**config.mk**
```make
export PLATFORM = sky130hd
export DESIGN_NAME = mem_arbiter
export DESIGN_NICKNAME = d
export VERILOG_FILES = /design/src/rtl/mem_arbiter.sv
export SDC_FILE = /design/constraint.sdc
export NUM_CORES = 1
export LEC_CHECK = 0
export BUFFER_PORTS_ARGS = -buffer_cell sky130_fd_sc_hd__clkbuf_2
export CAP_MARGIN = 15
export CORE_MARGIN = 2
export CORE_UTILIZATION = 45
export CTS_CLUSTER_DIAMETER = 100
export CTS_CLUSTER_SIZE = 16
export DETAILED_ROUTE_END_ITERATION = 6
export MAX_ROUTING_LAYER = met4
export PLACE_DENSITY = 0.87
export SYNTH_ARGS = -nofsm -noshare
export SYNTH_HDL_FRONTEND = slang
export SYNTH_SLANG_ARGS = --single-unit
```
**constraint.sdc**
```tcl
create_clock -name clk -period 2.6 [get_ports clk]
set_input_delay 0.26 -clock clk [delete_from_list [all_inputs] [get_ports clk]]
set_output_delay 0.26 -clock clk [all_outputs]
set_load 0.02 [all_outputs]
```
**src/rtl/mem_arbiter.sv**
```systemverilog
// Two-master memory arbiter: m0 = instruction fetch (read only), m1 = load/store.
// Grants one access at a time to a single memory port; s_* is held until ack or timeout.
// Optional build macro ARB_RR_EN: round-robin between the masters on simultaneous requests
// (default: fixed priority, m1 wins).
module mem_arbiter #(
  parameter int unsigned TIMEOUT = 16
) (
  input  logic        clk,
  input  logic        rst_n,
  input  logic        m0_req_i,
  input  logic [31:0] m0_addr_i,
  output logic        m0_gnt_o,
  output logic        m0_rvalid_o,
  output logic [31:0] m0_rdata_o,
  input  logic        m1_req_i,
  input  logic        m1_we_i,
  input  logic [31:0] m1_addr_i,
  input  logic [31:0] m1_wdata_i,
  input  logic [3:0]  m1_wstrb_i,
  output logic        m1_gnt_o,
  output logic        m1_rvalid_o,
  output logic [31:0] m1_rdata_o,
  output logic        s_req_o,
  output logic        s_we_o,
  output logic [31:0] s_addr_o,
  output logic [31:0] s_wdata_o,
  output logic [3:0]  s_wstrb_o,
  input  logic        s_ack_i,
  input  logic [31:0] s_rdata_i,
  output logic        err_o,
  output logic        fetch_stall_o
);

  localparam int unsigned DATA_W   = 32;
  localparam int unsigned STRB_W   = 4;
  localparam int unsigned CNT_W    = 8;
  localparam int unsigned CNT_LAST = TIMEOUT - 1;

  typedef enum logic [1:0] {IDLE, BUSY_M0, BUSY_M1} state_e;

  state_e              state_q, state_d;
  logic [CNT_W-1:0]    cnt_q, cnt_d;
  logic                rv0_q, rv0_d, rv1_q, rv1_d, err_q, err_d;
  logic [DATA_W-1:0]   rd0_q, rd0_d, rd1_q, rd1_d;
  logic                we_q, we_d;
  logic [DATA_W-1:0]   addr_q, addr_d, wdata_q, wdata_d;
  logic [STRB_W-1:0]   wstrb_q, wstrb_d;
  logic                arb_c, gnt0_c, gnt1_c, m1_prio_c;

`ifdef ARB_RR_EN
  // last_q = 1 means m1 was granted most recently
  logic                last_q, last_d;

  // m1 wins a tie only if m0 was granted last
  always_comb begin
    m1_prio_c = ~last_q;
  end
`else
  // Fixed priority: m1 always wins a tie
  always_comb begin
    m1_prio_c = 1'b1;
  end
`endif

  // Next-state, wait counter, response capture and arbitration
  always_comb begin
    state_d = state_q;
    cnt_d   = cnt_q;
    rv0_d   = 1'b0;
    rv1_d   = 1'b0;
    err_d   = 1'b0;
    rd0_d   = rd0_q;
    rd1_d   = rd1_q;
    we_d    = we_q;
    addr_d  = addr_q;
    wdata_d = wdata_q;
    wstrb_d = wstrb_q;
    arb_c   = 1'b0;
    gnt0_c  = 1'b0;
    gnt1_c  = 1'b0;
`ifdef ARB_RR_EN
    last_d  = last_q;
`endif
    case (state_q)
      IDLE: arb_c = 1'b1;
      BUSY_M0, BUSY_M1: begin
        if (s_ack_i) begin
          if (state_q == BUSY_M0) begin
            rv0_d = 1'b1;
            rd0_d = s_rdata_i;
          end else begin
            rv1_d = 1'b1;
            rd1_d = s_rdata_i;
          end
          state_d = IDLE;
          arb_c   = 1'b1;
        end else if (cnt_q == CNT_W'(CNT_LAST)) begin
          // Timeout: complete with zero data, no re-arbitration this cycle
          if (state_q == BUSY_M0) begin
            rv0_d = 1'b1;
            rd0_d = '0;
          end else begin
            rv1_d = 1'b1;
            rd1_d = '0;
          end
          err_d   = 1'b1;
          state_d = IDLE;
        end else begin
          cnt_d = cnt_q + CNT_W'(1);
        end
      end
      default: state_d = IDLE;
    endcase

    if (arb_c) begin
      if (m1_req_i && (!m0_req_i || m1_prio_c)) begin
        gnt1_c  = 1'b1;
        state_d = BUSY_M1;
        cnt_d   = '0;
        we_d    = m1_we_i;
        addr_d  = m1_addr_i;
        wdata_d = m1_wdata_i;
        wstrb_d = m1_we_i ? m1_wstrb_i : '0;
`ifdef ARB_RR_EN
        last_d  = 1'b1;
`endif
      end else if (m0_req_i) begin
        gnt0_c  = 1'b1;
        state_d = BUSY_M0;
        cnt_d   = '0;
        we_d    = 1'b0;
        addr_d  = m0_addr_i;
        wdata_d = '0;
        wstrb_d = '0;
`ifdef ARB_RR_EN
        last_d  = 1'b0;
`endif
      end
    end
  end

  // State and datapath registers with synchronous active-high reset
  always_ff @(posedge clk) begin
    if (rst_n) begin
      state_q <= IDLE;
      cnt_q   <= '0;
      rv0_q   <= 1'b0;
      rv1_q   <= 1'b0;
      err_q   <= 1'b0;
      rd0_q   <= '0;
      rd1_q   <= '0;
      we_q    <= 1'b0;
      addr_q  <= '0;
      wdata_q <= '0;
      wstrb_q <= '0;
`ifdef ARB_RR_EN
      last_q  <= 1'b1;
`endif
    end else begin
      state_q <= state_d;
      cnt_q   <= cnt_d;
      rv0_q   <= rv0_d;
      rv1_q   <= rv1_d;
      err_q   <= err_d;
      rd0_q   <= rd0_d;
      rd1_q   <= rd1_d;
      we_q    <= we_d;
      addr_q  <= addr_d;
      wdata_q <= wdata_d;
      wstrb_q <= wstrb_d;
`ifdef ARB_RR_EN
      last_q  <= last_d;
`endif
    end
  end

  // Grants are combinational and suppressed while reset is asserted
  assign m0_gnt_o      = gnt0_c & ~rst_n;
  assign m1_gnt_o      = gnt1_c & ~rst_n;
  assign fetch_stall_o = m0_req_i & ~m0_gnt_o;

  assign m0_rvalid_o = rv0_q;
  assign m0_rdata_o  = rd0_q;
  assign m1_rvalid_o = rv1_q;
  assign m1_rdata_o  = rd1_q;
  assign err_o       = err_q;
  assign s_req_o     = (state_q != IDLE);
  assign s_we_o      = we_q;
  assign s_addr_o    = addr_q;
  assign s_wdata_o   = wdata_q;
  assign s_wstrb_o   = wstrb_q;

endmodule

```
# Word-level counts from Yosys, hierarchy flattened
# Index checks and enable logic that the tools add are counted.
dict set report classes {
  addsub 1
  mul 0
  div_mod_pow 0
  n_lt_le_gt_ge 0
  n_eq_ne 3
  shift 0
  n_mux 43
  bitwise_logic 7
  n_reduce_logical 10
}
# cell n
set op_table {}
lappend op_table {{$mux 32} 12}
lappend op_table {{$mux 8} 6}
lappend op_table {{$mux 1} 15}
lappend op_table {{$mux 4} 3}
lappend op_table {{$mux 2} 5}
lappend op_table {{$add 8x1->8 const B} 1}
lappend op_table {{$eq 8x4->1 const B} 1}
lappend op_table {{$reduce_and 3->1} 2}
lappend op_table {{$reduce_bool 2->1} 3}
lappend op_table {{$not 1->1} 4}
lappend op_table {{$pmux 2 s2} 1}
lappend op_table {{$reduce_or 2->1} 2}
lappend op_table {{$and 1x1->1} 3}
lappend op_table {{$reduce_or 3->1} 1}
lappend op_table {{$eq 2x1->1 const B} 1}
lappend op_table {{$eq 2x2->1 const B} 1}
lappend op_table {{$logic_not 2->1} 1}
lappend op_table {{$pmux 1 s2} 1}
lappend op_table {{$reduce_and 2->1} 1}
dict set report word_totals {
  ff_bits 146
  latch_bits 0
  ramBits 0
  rom_bits 0
  output_inout_bits 140
  elab_cells 75
  n_memories 0
}

# Logic depth before layout (Yosys ltp)
# Gate-level depths: netlist of run 1.
dict set report logic_depth {
  depth_word 7
  ltp_mapped 8
  ltp_nobuf 6
}

# Worst setup path after synthesis of run 1
# Ideal clock, no wire load.
dict set report synth_timing {
  path_type {register to output}
  start {reg state_q[0]}
  end {out fetch_stall_o}
  t_arrival_ns 1.936
  t_required_ns 2.340
  slack_ns 0.404
  stages_incl_launch_ff 7
  path_cell_list {dfxtp_1 inv_1 ha_1 a21o_1 nand3_1 nor3_1 nor2b_1}
}
dict set report synth_via {
  elab_chain_len 7
  word_cells_on_any_way 9
  classes_between {2 x eq/ne; 2 x mux; 3 x bitwise; 2 x reduce/logical}
}
# element line
set synth_rtl {}
lappend synth_rtl {{start: declaration} 41} ;# state_e state_q, state_d;
lappend synth_rtl {{start signal: assignment} 160} ;# state_q <= state_d;
lappend synth_rtl {{$eq 2x1->1 or $eq 2x2->1 (tied branches)} 84} ;# case (state_q)
lappend synth_rtl {{$reduce_or 2->1} 84}
lappend synth_rtl {{$pmux 1 s2 (*)} 84}
lappend synth_rtl {{$mux 1 (*)} 115} ;# if (arb_c) begin
lappend synth_rtl {{$and 1x1->1 (*)} 178} ;# assign m0_gnt_o = gnt0_c & ~rst_n;
lappend synth_rtl {{named net m0_gnt_o} 12} ;# output logic m0_gnt_o,
lappend synth_rtl {{$not 1->1 (*)} 180} ;# assign fetch_stall_o = m0_req_i & ~m0_gnt_o;
lappend synth_rtl {{$and 1x1->1 (*)} 180}
lappend synth_rtl {{end: declaration} 31} ;# output logic fetch_stall_o
# The timed path passes the listed nets; every way through them passes the cells marked *.

# Worst setup path in the final report of run 1
dict set report layout_timing {
  start {reg state_q[0]}
  end {out m0_gnt_o}
}
dict set report layout_via {
  elab_chain_len 5
  word_cells_on_any_way 7
  classes_between {2 x eq/ne; 2 x mux; 1 x bitwise; 2 x reduce/logical}
}
# element line
set layout_rtl {}
lappend layout_rtl {{$eq 2x1->1 or $eq 2x2->1 (tied branches)} 84}
lappend layout_rtl {{$reduce_or 2->1} 84}
lappend layout_rtl {{$pmux 1 s2 (*)} 84}
lappend layout_rtl {{$mux 1 (*)} 115}
lappend layout_rtl {{$and 1x1->1 (*)} 178}
lappend layout_rtl {{end: declaration} 12}
# Every way passes the cells marked *; elsewhere a longest branch is shown, timed or not.

==> metrics, run 1 <==
status=finished, final reports clean; core area=11,960 um2; final-stage net count=854; mapped cell area=5484 um2; Final Cycle Share=93.38%; CTS tree=built; unrepaired setup endpoints after global routing=false; number of global-route vias before repair=4,417; first-pass GRT wire length=21,360 um; CP max FO=8; routed via count=4,755; final setup skew=0.008950 ns; Slew Limit Fails=0; Die Span X=114.4 um; Pint=4.582 mW; largest cells by area after synthesis=dfxtp_1 53%, a32o_1 12%, a211oi_2 6.4%; clk buf depth=2; routability cong.=0.7875; Die Height=114.4 um; Via-to-Cell Ratio=5.472; clock share of power=42.0%; row count=40; initial antenna violation count=0; Fmax=411.9 MHz; Unique masters post-synth=37; Max Cap Violations=0; power share of the sequential group=40.2%; # DRC=0; Hold Startpoint=m1_wdata_i[0]; critical path class=register to output port; worst hold path class=input pin to register; Hold Fails Final Rpt=0; worst endpoint required time=2.34 ns; total power=6.264 mW; post-synth net total=595; I/O pin cnt=278; pwr/cell area=838.1 nW/um2; P_leak=3.531 nW; startpoint class of the critical path=register; reg2reg start=cnt_q[0]; net switching power=1.682 mW; area fraction of the dominant cell type after synthesis=53.30%; setup ws final=0.1721 ns; minimum clock period=2.428 ns; switching share of total power=26.85%; Worst Setup End Kind=output port; Peak VDD IR=0.0004838 V; Setup crit start=state_q[0]; clk slew on worst S/H paths=0.06 ns; Synth Instances=453; Post-DRT Antenna Nets=0; initial core utilization=45.85%; diode count=0; Sink Count=146; sequential share of the synthesized area=53.30%; Fillers=945; count of buffers from port buffering=277; syn_area_per_cell=12.11 um2; setup tns final=0 ns; largest net degree at the start of global routing=67; Setup violations, final=0; Die Area=13,090 um2; grt ovf=0; worst skew pair latency=0.41 ns; layout cell share with drive strength beyond 1=48.48%; GRT Overall Usage=21.44%; total iterations of the first detailed-routing run=5; Root Buffer=clkbuf_16; routed wire length per instance=16.31 um; Slew @ Worst Pin=0.9486 ns; post-cts hold buffer count=0; #FFs+latches synth=146; combinational share of power=17.8%; H-tree levels=4; critical path arrival=2.17 ns; Area Growth Syn to Fin=36.30%; CTS buffer count=17; area leader, netlist=dfxtp_1; final wirelength=14,170 um; YS warnings=0; pre-CTS setup slack=0.4844 ns; HPWL Detailed=10,120 um; Rel. slew slack=36.76%; Initial DRC Count=258
## final cells by class
cell class | instances | area [um2] | area share [%]
clock buffer | 20 | 456.7 | 6.110
clock inverter | 9 | 180.2 | 2.410
inverter | 6 | 22.52 | 0.3013
multi-input combinational | 256 | 2250 | 30.10
sequential | 146 | 2923 | 39.10
tap | 147 | 183.9 | 2.461
timing repair buffer | 285 | 1459 | 19.52
## flip-flops by register name, indices dropped and copies added (netlist names), 2 cells and up
name / count
m0_rdata_o: 32
s_wdata_o: 32
cnt_q: 8
s_wstrb_o: 4
m1_rdata_o: 32
s_addr_o: 32
state_q: 2
## cells by family after synthesis
group | Yosys count | share of synthesized area [%]
flip-flops | 146 | 53.30
multiplexers | 34 | 6.206
adder cells (fa/ha/maj) | 4 | 0.9127
AND/OR/NAND/NOR | 68 | 5.887
XOR/XNOR | 6 | 0.9582
AO/OA/AOI/OAI | 144 | 26.85
buffers and inverters | 51 | 5.886
## power groups by stage
| stage | registers (mW) | logic, mW | clock network [mW] |
|---|---|---|---|
| finish | 2.52 | 1.12 | 2.63 |
| global route | 2.54 | 1.20 | 2.78 |
| CTS | 2.52 | 1.12 | 2.68 |
| detailed placement | 2.56 | 1.12 | 0 |
| global placement | 2.56 | 1.08 | 0 |
| floorplan | 2.77 | 0.564 | 0 |
## metrics by stage
| step | cells | cell area (um2) | utilization (%) | hold slack (ns) |
|---|---|---|---|---|
| final | 869 | 7475 | 62.49 | 0.06229 |
| after global routing | 869 | 7475 | 62.49 | 0.04518 |
| after CTS | 869 | 7470 | 62.45 | 0.04149 |
| after global placement | 840 | 6833 | 57.12 | 0.4487 |
| after detailed placement | 840 | 6833 | 57.12 | 0.4530 |
| after floorplan | 453 | 5484 | - | 0.3926 |
## synth_stat cells
cell type  instances
a21oi_2            1
o31a_1             1
nand3_1            4
a21o_4             1
inv_1              6
a32o_1            68
nand4_1            2
buf_4              6
and2b_1            1
buf_2              9
nor3_1             2
nor2b_1            1
nor2_1            43
xnor2_1            2
clkbuf_1          16
nand4b_1           1
a21bo_2            1
and4_1             1
a41o_1             2
a22o_1            33
buf_6             13
and3_1             3
a21oi_1            2
and2_1             2
nor3_2             1
xor2_1             4
a31oi_4            2
a211oi_1           4
ha_1               4
a21o_1             1
or2_2              1
buf_1              1
dfxtp_1          146
nor4_4             1
mux2i_1           34
nand2_1            5
a211oi_2          28
## worst max-delay path, cell delays in order, from the launching register on
cell and delay [ns]:
dfxtp_1 0.37, inv_1 0.07, ha_1 0.50, a21o_1 0.21
nand3_1 0.13, nor3_2 0.24, clkbuf_2 0.24
## layer usage
metal	wire length [um]	up-vias	GRT usage [%]
li1	-	2264	-
met1	5511	2216	23.32
met2	7268	251	36.73
met3	1053	24	5.188
met4	337	0	10.33
met5	0	-	-
## cells in the final DEF (no fill, tap or decap), types with 3 or more instances in the layout
master and n:
mux2i_1 34, ha_1 4, nor2_1 43, a32o_1 68, nand2_1 5, xor2_1 4, and3_1 3, inv_1 6
a211oi_2 28, buf_4 7, dfxtp_1 146, a211oi_1 4, bufinv_16 5, a22o_1 33, clkbuf_2 277, clkbuf_16 17
nand3_1 4
## worst paths after layout
check	to	slack, ns	cells past startpoint
worst max-delay path	m0_gnt_o	0.17	6
worst min-delay path	s_wdata_o[0]	0.06	2
worst max register to register	m0_rdata_o[12]	0.44	5
worst min register to register	m0_rdata_o[29]	0.46	1
## what timing repair did
| action | 4_1_cts | 5_1_grt |
|---|---|---|
| resized for setup | 0 | 1 |
| setup buffers | 0 | 0 |
| setup endpoints to repair | 0 | 2 |
Power figures use the tool's default switching activity.
==> inputs of run 2 (changes only) <==
- MAX_ROUTING_LAYER: met4 -> not set
==> run 2 against run 1 <==
Die area is the same. Wire length shrank 0.11%. Sequential share of layout area is the same. Clock skew is essentially flat. Global-route usage shrank 0.61 points. Sequential power is essentially flat. Critical endpoint unchanged.
==> metrics, run 2 (synthesized netlist as in run 1, its figures left out) <==
worst skew pair latency=0.41 ns; clk slew on worst S/H paths=0.06 ns; Final Cycle Share=93.32%; Slew Limit Fails=0; routed via count=4,763; diode count=0; Max Cap Violations=0; worst hold path class=input pin to register; initial antenna violation count=0; total iterations of the first detailed-routing run=5; final wirelength=14,160 um; layout cell share with drive strength beyond 1=48.48%; Die Area=13,090 um2; critical path arrival=2.17 ns; Fmax=412.1 MHz; minimum clock period=2.426 ns; CTS buffer count=17; CP max FO=8; worst endpoint required time=2.34 ns; Initial DRC Count=261; grt met3 use=6.194%; Area Growth Syn to Fin=36.30%; core area=11,960 um2; Hold Fails Final Rpt=0; Post-CTS Setup Inserts=0; startpoint class of the critical path=register; setup tns final=0 ns; clk buf depth=2; P_leak=3.531 nW; status=finished, final reports clean; Sink Count=146; unrepaired setup endpoints after global routing=false; Peak VDD IR=0.0004817 V; Slew @ Worst Pin=0.9569 ns; first-pass GRT wire length=21,350 um; final std cells w/o fill=869; Root Buffer=clkbuf_16; H-tree levels=4; most frequent cells in the layout=277 x clkbuf_2, 146 x dfxtp_1, 68 x a32o_1, 43 x nor2_1, 34 x mux2i_1; count of buffers from port buffering=277; routability cong.=0.7769; largest net degree at the start of global routing=67; HPWL Detailed=10,120 um; met2 usage=36.77%; CTS tree=built; I/O pin cnt=278; grt ovf=0; GR Util met1=22.75%; initial core utilization=45.85%; GRT Overall Usage=20.83%; Worst Setup End Kind=output port; number of global-route vias before repair=4,433; Hold Slack=0.06389 ns; post-cts hold buffer count=0; pwr/cell area=837.6 nW/um2; total power=6.261 mW; row count=40; routed wire length per instance=16.29 um; most used routing layer=met2; final setup skew=0.009073 ns; Die Span X=114.4 um; placed insts=840; Die Height=114.4 um; final-stage net count=854; Via-to-Cell Ratio=5.481; most common cell after layout, fill and taps aside=clkbuf_2; Fillers=945; Setup violations, final=0; critical path class=register to output port; Post-DRT Antenna Nets=0; Rel. slew slack=36.20%; # DRC=0; Resize count post-CTS=0
## run 2: cell counts in the layout (fill, tap and decap cells not counted)
Identical to the previous run, type by type.
## run 2: cell type report
| type | count | area, um2 | share of cell area, % |
|---|---|---|---|
| sequential | 146 | 2923 | 39.10 |
| multi-input combinational | 256 | 2250 | 30.10 |
| timing repair buffer | 285 | 1459 | 19.52 |
| clock buffer | 20 | 456.7 | 6.110 |
| tap | 147 | 183.9 | 2.461 |
| clock inverter | 9 | 180.2 | 2.410 |
| inverter | 6 | 22.52 | 0.3013 |
## run 2: stage by stage
stage	util [%]	setup WS, ns	area, um2
4_1_cts	62.45	0.04593	7470
3_5_place_dp	57.12	0.4844	6833
6_report	62.49	0.1736	7475
5_1_grt	62.49	0.03664	7475
2_1_floorplan	-	0.4038	5484
3_3_place_gp	57.12	0.5611	6833
## run 2: final timing paths
check / endpoint / slack, ns / start / cells past startpoint
min: s_wdata_o[0] / 0.06 / m1_wdata_i[0] / 2
min reg2reg: m0_rdata_o[29] / 0.46 / m0_rdata_o[29] / 1
max reg2reg: m0_rdata_o[12] / 0.43 / cnt_q[0] / 5
max: m0_gnt_o / 0.17 / state_q[0] / 6
## run 2: metal layers
layer,up-vias,routed length [um]
li1,2265,-
met1,2233,5482
met2,238,7298
met3,27,1037
met4,0,337
met5,-,0
## run 2: critical path, cell delays in order, from the launching register on
cell and delay [ns]:
dfxtp_1 0.37, inv_1 0.07, ha_1 0.50, a21o_1 0.21
nand3_1 0.13, nor3_2 0.24, clkbuf_2 0.25
## run 2: where the power goes
group | switching (mW) | internal, mW | leakage, nW
clock network | 0.886 | 1.74 | 0.308
registers | 0.0989 | 2.42 | 1.19
logic | 0.693 | 0.422 | 2.03
total | 1.68 | 4.58 | 3.53
==> inputs of run 3 (changes only) <==
- CORE_MARGIN: 2 -> 4
==> run 3 against run 2 <==
Clock-buffer cell count shrank 3. Sequential share of layout area grew 0.25 points. Die area grew 7.1%. Combinational power is essentially flat. Flip-flop and latch count is the same. Maximum frequency grew 3.1%. Via count grew 1.8%. Utilization shrank 0.40 points.
==> metrics, run 3 (synthesized netlist as in run 1, its figures left out) <==
status=finished, final reports clean; Die Span X=118.4 um; Slew Limit Fails=0; switching share of total power=29.64%; Initial DRC Count=278; Finished Cell Area=7427 um2; most common cell after layout, fill and taps aside=clkbuf_2; Root Buffer=clkbuf_16; critical path class=register to output port; R2R Setup Slk=0.62 ns; Die Height=118.4 um; CTS tree=built; Slew @ Worst Pin=0.6394 ns; Peak VDD IR=0.0004833 V; worst hold path class=input pin to register; Die Area=14,020 um2; Cell Area, Placed=6855 um2; number of global-route vias before repair=4,953; I/O pin cnt=278; Max Cap Violations=0; core area=11,960 um2; count of buffers from port buffering=277; most used routing layer=met2; initial core utilization=45.85%; Area Growth Syn to Fin=35.43%; Hold Fails Final Rpt=0; Setup violations, final=0; pre-CTS setup slack=0.4669 ns; GRT Overall Usage=21.04%; clk buf depth=2; Pint=4.168 mW; clk slew on worst S/H paths=0.06 ns; pwr/cell area=797.6 nW/um2; critical path arrival=2.09 ns; routed via count=4,849; H-tree levels=4; Setup crit start=state_q[0]; worst endpoint required time=2.34 ns; minimum clock period=2.355 ns; routability cong.=0.8169; startpoint class of the critical path=register; initial antenna violation count=1; worst skew pair latency=0.41 ns; met2 usage=36.26%; reg2reg start=state_q[0]; final setup skew=0.005506 ns; Via-to-Cell Ratio=5.535; Final Cycle Share=90.56%; # DRC=0; unrepaired setup endpoints after global routing=false; total iterations of the first detailed-routing run=5; Sink Count=146; first-pass GRT wire length=24,140 um; grt ovf=0; power share of the sequential group=42.5%; largest net degree at the start of global routing=66; Post-DRT Antenna Nets=0; reg2reg end=s_wstrb_o[0]; layout cell share with drive strength beyond 1=49.18%; CTS buffer count=17; Critical Path End=fetch_stall_o; routed wire length per instance=17.22 um; most frequent cells in the layout=277 x clkbuf_2, 146 x dfxtp_1, 68 x a32o_1, 43 x nor2_1, 34 x mux2i_1; Worst Setup End Kind=output port; GR Util met1=22.75%; grt met3 use=6.986%; net switching power=1.756 mW; setup tns final=0 ns; combinational share of power=19.1%; final wirelength=15,090 um; HPWL Detailed=11,020 um; CP max FO=8; clock share of power=38.4%; final-stage net count=857; P_leak=3.502 nW; row count=40; setup ws final=0.2455 ns; Rel. slew slack=57.37%; worst reg2reg path depth=6; Fmax=424.7 MHz
==> run 3: how the worst min path moves through the flow <==
| stage | from | slack [ns] | endpoint | cells past startpoint |
|---|---|---|---|---|
| 6_report | m1_wdata_i[7] | 0.06 | s_wdata_o[7] | 2 |
| 5_1_grt | m1_wdata_i[6] | 0.04 | s_wdata_o[6] | 2 |
| 2_1_floorplan | m1_wdata_i[13] | 0.39 | s_wdata_o[13] | 1 |
| 3_3_place_gp | m0_rdata_o[12] | 0.45 | m0_rdata_o[12] | 1 |
| 4_1_cts | m1_wdata_i[29] | 0.04 | s_wdata_o[29] | 2 |
| 3_5_place_dp | m0_rdata_o[8] | 0.45 | m0_rdata_o[8] | 1 |
==> run 3: final cells by class <==
class | count | area [um2]
Antenna cell | 1 | 2.502
Clock inverter | 15 | 136.4
Clock buffer | 17 | 425.4
Sequential cell | 146 | 2923
Fill cell | 965 | 4534
Inverter | 6 | 22.52
Tap cell | 147 | 183.9
Timing Repair Buffer | 288 | 1481
Multi-Input combinational cell | 256 | 2252
==> run 3: layer usage <==
| metal | up-vias | wire, um | share of wire (%) |
|---|---|---|---|
| met3 | 42 | 1290 | 8.5 |
| met1 | 2284 | 5686 | 38 |
| li1 | 2270 | - | - |
| met5 | - | 0 | 0 |
| met2 | 253 | 7616 | 50 |
| met4 | 0 | 496 | 3.3 |
==> run 3: critical path, cell delays in order, from the launching register on <==
cell      delay [ns]
dfxtp_1         0.38
inv_1           0.07
ha_2            0.44
a21o_1          0.19
nand3_1         0.14
nor3_2          0.23
nor2b_1         0.07
clkbuf_2        0.16
==> run 3: repair_timing <==
action | 4_1_cts | 5_1_grt
gates resized for setup | 0 | 2
setup endpoints to repair | 0 | 2
hold buffers | 0 | 0
setup buffers | 0 | 0
==> run 3: through the flow <==
step / instances / hold WS (ns) / total power [mW] / util [%]
after floorplan: 453 / 0.3926 / 3.333 / -
after global placement: 843 / 0.4463 / 3.646 / 57.31
after detailed placement: 843 / 0.4526 / 3.698 / 57.31
after CTS: 875 / 0.03892 / 5.975 / 62.01
after global routing: 876 / 0.04319 / 6.180 / 62.09
final: 876 / 0.05884 / 5.924 / 62.09
==> run 3: power by group through the flow <==
stage,clock [mW],combinational [mW],sequential (mW)
finish,2.27,1.13,2.52
global route,2.42,1.22,2.54
CTS,2.32,1.14,2.52
detailed placement,0,1.13,2.56
global placement,0,1.09,2.56
floorplan,0,0.564,2.77
